==> src/rtl/imm_gen_pipe.sv <==
// Registered RISC-V immediate generator with a valid/ready handshake.
// A 2-entry skid buffer (output + skid register) gives full throughput with registered in_ready.
module imm_gen_pipe #(
  parameter int XLEN = 32
) (
  input  logic            clk,
  input  logic            rst_n,
  input  logic            flush,
  input  logic            in_valid,
  output logic            in_ready,
  input  logic [31:7]     Instr,
  input  logic [2:0]      ImmSrc,
  output logic            out_valid,
  input  logic            out_ready,
  output logic [XLEN-1:0] ImmExt,
  output logic            ImmSrc_err
);

  typedef enum logic [1:0] {EMPTY, ONE, TWO} state_t;

  state_t            state, state_nxt;
  logic [XLEN-1:0]   dec_imm, skid_imm;
  logic              dec_err, skid_err;
  logic              accept;
  logic              load_out, load_skid, pop_skid;

  // Combinational decode of the presented instruction; a size cast of a
  // $signed field sign-extends, a cast of an unsigned field zero-extends.
  always_comb begin
    // NOTE: every always_comb output gets a default first so no path infers a latch.
    dec_imm = '0;
    dec_err = 1'b0;
    case (ImmSrc)
      3'b000: dec_imm = XLEN'($signed(Instr[31:20]));
      3'b001: dec_imm = XLEN'($signed({Instr[31:25], Instr[11:7]}));
      3'b010: dec_imm = XLEN'($signed({Instr[31], Instr[7], Instr[30:25], Instr[11:8], 1'b0}));
      3'b011: dec_imm = XLEN'($signed({Instr[31], Instr[19:12], Instr[20], Instr[30:21], 1'b0}));
      3'b100: dec_imm = XLEN'($signed({Instr[31:12], 12'b0}));
      3'b101: begin
        if (XLEN == 64) begin
          dec_imm = XLEN'(Instr[25:20]);
        end else begin
          dec_imm = XLEN'(Instr[24:20]);
          dec_err = Instr[25];
        end
      end
      3'b110: dec_imm = XLEN'(Instr[19:15]);
      default: dec_err = 1'b1;
    endcase
  end

  // Ready and valid depend on the state register only: no out_ready -> in_ready path.
  assign in_ready  = (state != TWO);
  assign out_valid = (state != EMPTY);
  assign accept    = in_valid && in_ready;

  always_comb begin
    state_nxt = state;
    load_out  = 1'b0;
    load_skid = 1'b0;
    pop_skid  = 1'b0;
    if (flush) begin
      state_nxt = EMPTY;
    end else begin
      case (state)
        EMPTY: if (accept) begin
          state_nxt = ONE;
          load_out  = 1'b1;
        end
        ONE: begin
          if (accept && out_ready) begin
            load_out = 1'b1;
          end else if (accept) begin
            state_nxt = TWO;
            load_skid = 1'b1;
          end else if (out_ready) begin
            state_nxt = EMPTY;
          end
        end
        TWO: if (out_ready) begin
          state_nxt = ONE;
          pop_skid  = 1'b1;
        end
        default: state_nxt = EMPTY;
      endcase
    end
  end

  always_ff @(posedge clk or negedge rst_n) begin
    // NOTE: sequential state uses non-blocking (<=) so all registers update together at the edge.
    if (!rst_n) begin
      state <= EMPTY;
    end else begin
      state <= state_nxt;
    end
  end

  // NOTE: the data registers are reset too, because ImmExt and the skid contents must read zero during reset.
  always_ff @(posedge clk or negedge rst_n) begin
    if (!rst_n) begin
      ImmExt     <= '0;
      ImmSrc_err <= 1'b0;
      skid_imm   <= '0;
      skid_err   <= 1'b0;
    end else begin
      if (load_out) begin
        ImmExt     <= dec_imm;
        ImmSrc_err <= dec_err;
      end else if (pop_skid) begin
        ImmExt     <= skid_imm;
        ImmSrc_err <= skid_err;
      end
      if (load_skid) begin
        skid_imm <= dec_imm;
        skid_err <= dec_err;
      end
    end
  end

endmodule

==> config.mk <==
export PLATFORM = sky130hd
export DESIGN_NAME = imm_gen_pipe
export DESIGN_NICKNAME = d
export VERILOG_FILES = /design/src/rtl/imm_gen_pipe.sv
export SDC_FILE = /design/constraint.sdc
export NUM_CORES = 1
export LEC_CHECK = 0
export BUFFER_PORTS_ARGS = -buffer_cell sky130_fd_sc_hd__buf_4
export CAP_MARGIN = 30
export CORE_AREA = 10 10 104 106
export CTS_BUF_LIST = sky130_fd_sc_hd__clkbuf_8
export DETAILED_ROUTE_END_ITERATION = 16
export DIE_AREA = 0 0 114 116
export GPL_ROUTABILITY_DRIVEN = 0
export GPL_TIMING_DRIVEN = 0
export PLACE_DENSITY = 0.59
export SKIP_CTS_REPAIR_TIMING = 1
export SLEW_MARGIN = 15
export SYNTH_ARGS = -nofsm -noshare
export SYNTH_HDL_FRONTEND = slang
export SYNTH_SLANG_ARGS = --single-unit
==> constraint.sdc <==
create_clock -name clk -period 1.45 [get_ports clk]
set_input_delay 0.2175 -clock clk [delete_from_list [all_inputs] [get_ports clk]]
set_output_delay 0.2175 -clock clk [all_outputs]
set_load 0.03 [all_outputs]
==> out/metrics.csv <==
stage,metric,value,unit
logic_synthesis,Mapped Cells,323,
setup_path,worst path required time,1680,ps
power,LEAKAGE,2.19,nW
clock_tree,Max H-tree Level,3,
setup_path,worst reg2reg path depth,6,
clock_tree,clock buffer depth,2,
logic_synthesis,"top cells by area, synth","dfrtp_1 50%, mux2i_1 12%, nand2_1 4.5%",
route,Pre-antenna DRT Iters,4,
sta,clock period minus worst slack,1720,ps
setup_path,critical path launch point,state[0],
logic_synthesis,Netlist cell types,38,
logic_synthesis,Mapped Nets,356,
logic_synthesis,"FFs w/ async S/R, synth",1.00,
sta,setup violators final,40,
die,core area,8680,sq um
setup_path,worst reg2reg path startpoint,state[0],
logic_synthesis,register area share after synthesis,0.501,
die,die height,116,um
layout,P&R area growth vs syn,36.4,%
power,power per cell area,1270,nW/um^2
layout,fill count,802,
sta,RSZ-0062 raised after global routing,true,
setup_path,critical path peak fanout,5,
route,final wirelength,10100,um
logic_synthesis,most frequent cell after synthesis,dfrtp_1,
die,row cnt,34,
clock_tree,CTS tree,done,
route,Via density,5.37,
place,placed wire-length estimate,6690,um
setup_path,WS Path Type,flip-flop to flip-flop,
grt,first-pass GRT wire length,15500,um
hold_path,min-delay worst type,primary input to flip-flop,
sta,Achievable Freq,583,MHz
hold_path,Hold Path Stages,2,
grt,total grt overflow,0,
die,starting density of the core,0.391,
grt,vias in the first global route,2856,
outcome,failing checks,negative setup slack,
layout,fin util,0.533,
layout,Antenna Cells,0,
clock_tree,Worst-Skew Late Latency,360,ps
sta,Final Skew,13.3,ps
clock_tree,clk slew on worst S/H paths,70,ps
grt,pin count of the biggest net entering global routing,69,
power,Peak supply drop,666,uV
sta,Slew @ Worst Pin,562,ps
power,Final Power,5.88,mW
sta,Max-slew headroom,0.624,
logic_synthesis,Yosys warning count,0,
logic_synthesis,post-synth top area cell,dfrtp_1,
logic_synthesis,Post-synth EDFFs,0,
logic_synthesis,top_reg_cell synth,dfrtp_1,
die,die area,13200,sq um
sta,final max-slew violation count,0,
die,IO Count,68,
clock_tree,total CTS buffers,9,
logic_synthesis,Post-synth top cells,"68 x dfrtp_1, 41 x nand2_1, 39 x mux2i_1",
logic_synthesis,"Cell Area, Synth",3390,sq um
die,die width,114,um
sta,setup slack after layout,-266,ps
setup_path,Crit. End Element,flip-flop,
clock_tree,Clock Sinks,68,
route,remaining routing DRC violations,0,
run,maxcap violations,0,
setup_path,CP Data Arrival Time,1940,ps
clock_tree,Root Buffer,clkbuf_8,
sta,Final Hold Fails,0,
grt,initial antenna violation count,0,
outcome,status,"complete, but fails checks",
route,Routed Antenna Nets,0,
logic_synthesis,Yosys top cell area share,0.501,
logic_synthesis,"Avg Cell Area, Syn",10.5,sq um
layout,fin nets,453,
layout,ratio of cells with drive above 1 in the final layout,0.335,
logic_synthesis,Yosys reg bits,68,
sta,fin crit share,1.18,
route,vias,2859,
hold_path,start point of the worst hold path,flush,
route,Wirelength per Cell,19.0,um
place,IO buf count,66,
grt,gr usage total,0.145,
setup_path,CP startpoint kind,flip-flop,
route,initial drt markers,151,
## logic make-up after synthesis
group / count (synthesis) / synth area share
simple gates: 101 / 0.167
buf+inv: 32 / 0.0450
flops: 68 / 0.501
mux: 49 / 0.148
compound gates: 72 / 0.136
xor+xnor: 1 / 0.00258
## state kept, by name, summed over array words and instances (netlist names)
signal and count:
ImmExt 32, skid_imm 32, state 2, ImmSrc_err 1
skid_err 1
## metrics by stage
stage | cells | cell area, sq um | hold slack, ps | setup TNS [ps] | setup WS, ps
global placement | 497 | 4030 | 390 | -15860 | -409
global route | 532 | 4630 | 59.3 | -10220 | -322
finish | 532 | 4630 | 56.3 | -7230 | -266
detailed placement | 497 | 4030 | 399 | -18060 | -480
CTS | 512 | 4270 | 13.5 | -17700 | -482
floorplan | 323 | 3400 | -78.1 | -3580 | -115
## worst max-delay path: stages (launching register included)
cell and delay, ps:
dfrtp_1 420, or3b_4 430, nor2_8 170, buf_4 150, clkbuf_16 150, mux2i_1 190, mux2i_1 90
## per-layer routing
| metal | share of wire | GRT usage | wire length (um) |
|---|---|---|---|
| met1 | 0.45 | 0.188 | 4560 |
| met2 | 0.49 | 0.230 | 4900 |
| met3 | 0.053 | 0.0408 | 534 |
| met4 | 0.0095 | 0.0451 | 96 |
| met5 | 0 | 0 | 0 |
## layout make-up
cell class                      instances  area (sq um)  share of cell area
Buffer                                 27           198              0.0427
Clock buffer                            9           124              0.0268
Clock inverter                          6           114              0.0246
Inverter                                5          18.8             0.00406
Multi-Input combinational cell        223          1580               0.341
Sequential cell                        68          1700               0.368
Tap cell                              108           135              0.0292
Timing Repair Buffer                   86           756               0.163
## cells in the final DEF (no fill, tap or decap), drive strengths merged, types with 10 or more instances in the layout
master	instances
a21oi	22
a221o	12
buf	97
clkbuf	24
dfrtp	68
mux2	10
mux2i	39
nand2	41
nor2	22
o21ai	27
## worst paths after layout
kind	end	slack [ps]
worst min register to register	skid_imm[25]	490
worst max register to register	ImmExt[2]	-270
worst max-delay path	ImmExt[2]	-270
max in group asynchronous	state[1]	670
min in group asynchronous	ImmExt[28]	230
worst min-delay path	state[0]	60
## power by group
group          switching [mW]  total (mW)  leakage, nW  internal, mW
sequential              0.212        2.48        0.870          2.27
combinational           0.852        1.49         1.20         0.641
clock                   0.770        1.91        0.112          1.14
total                    1.83        5.88         2.19          4.05
Note: power is estimated with default switching activity, not from simulation.
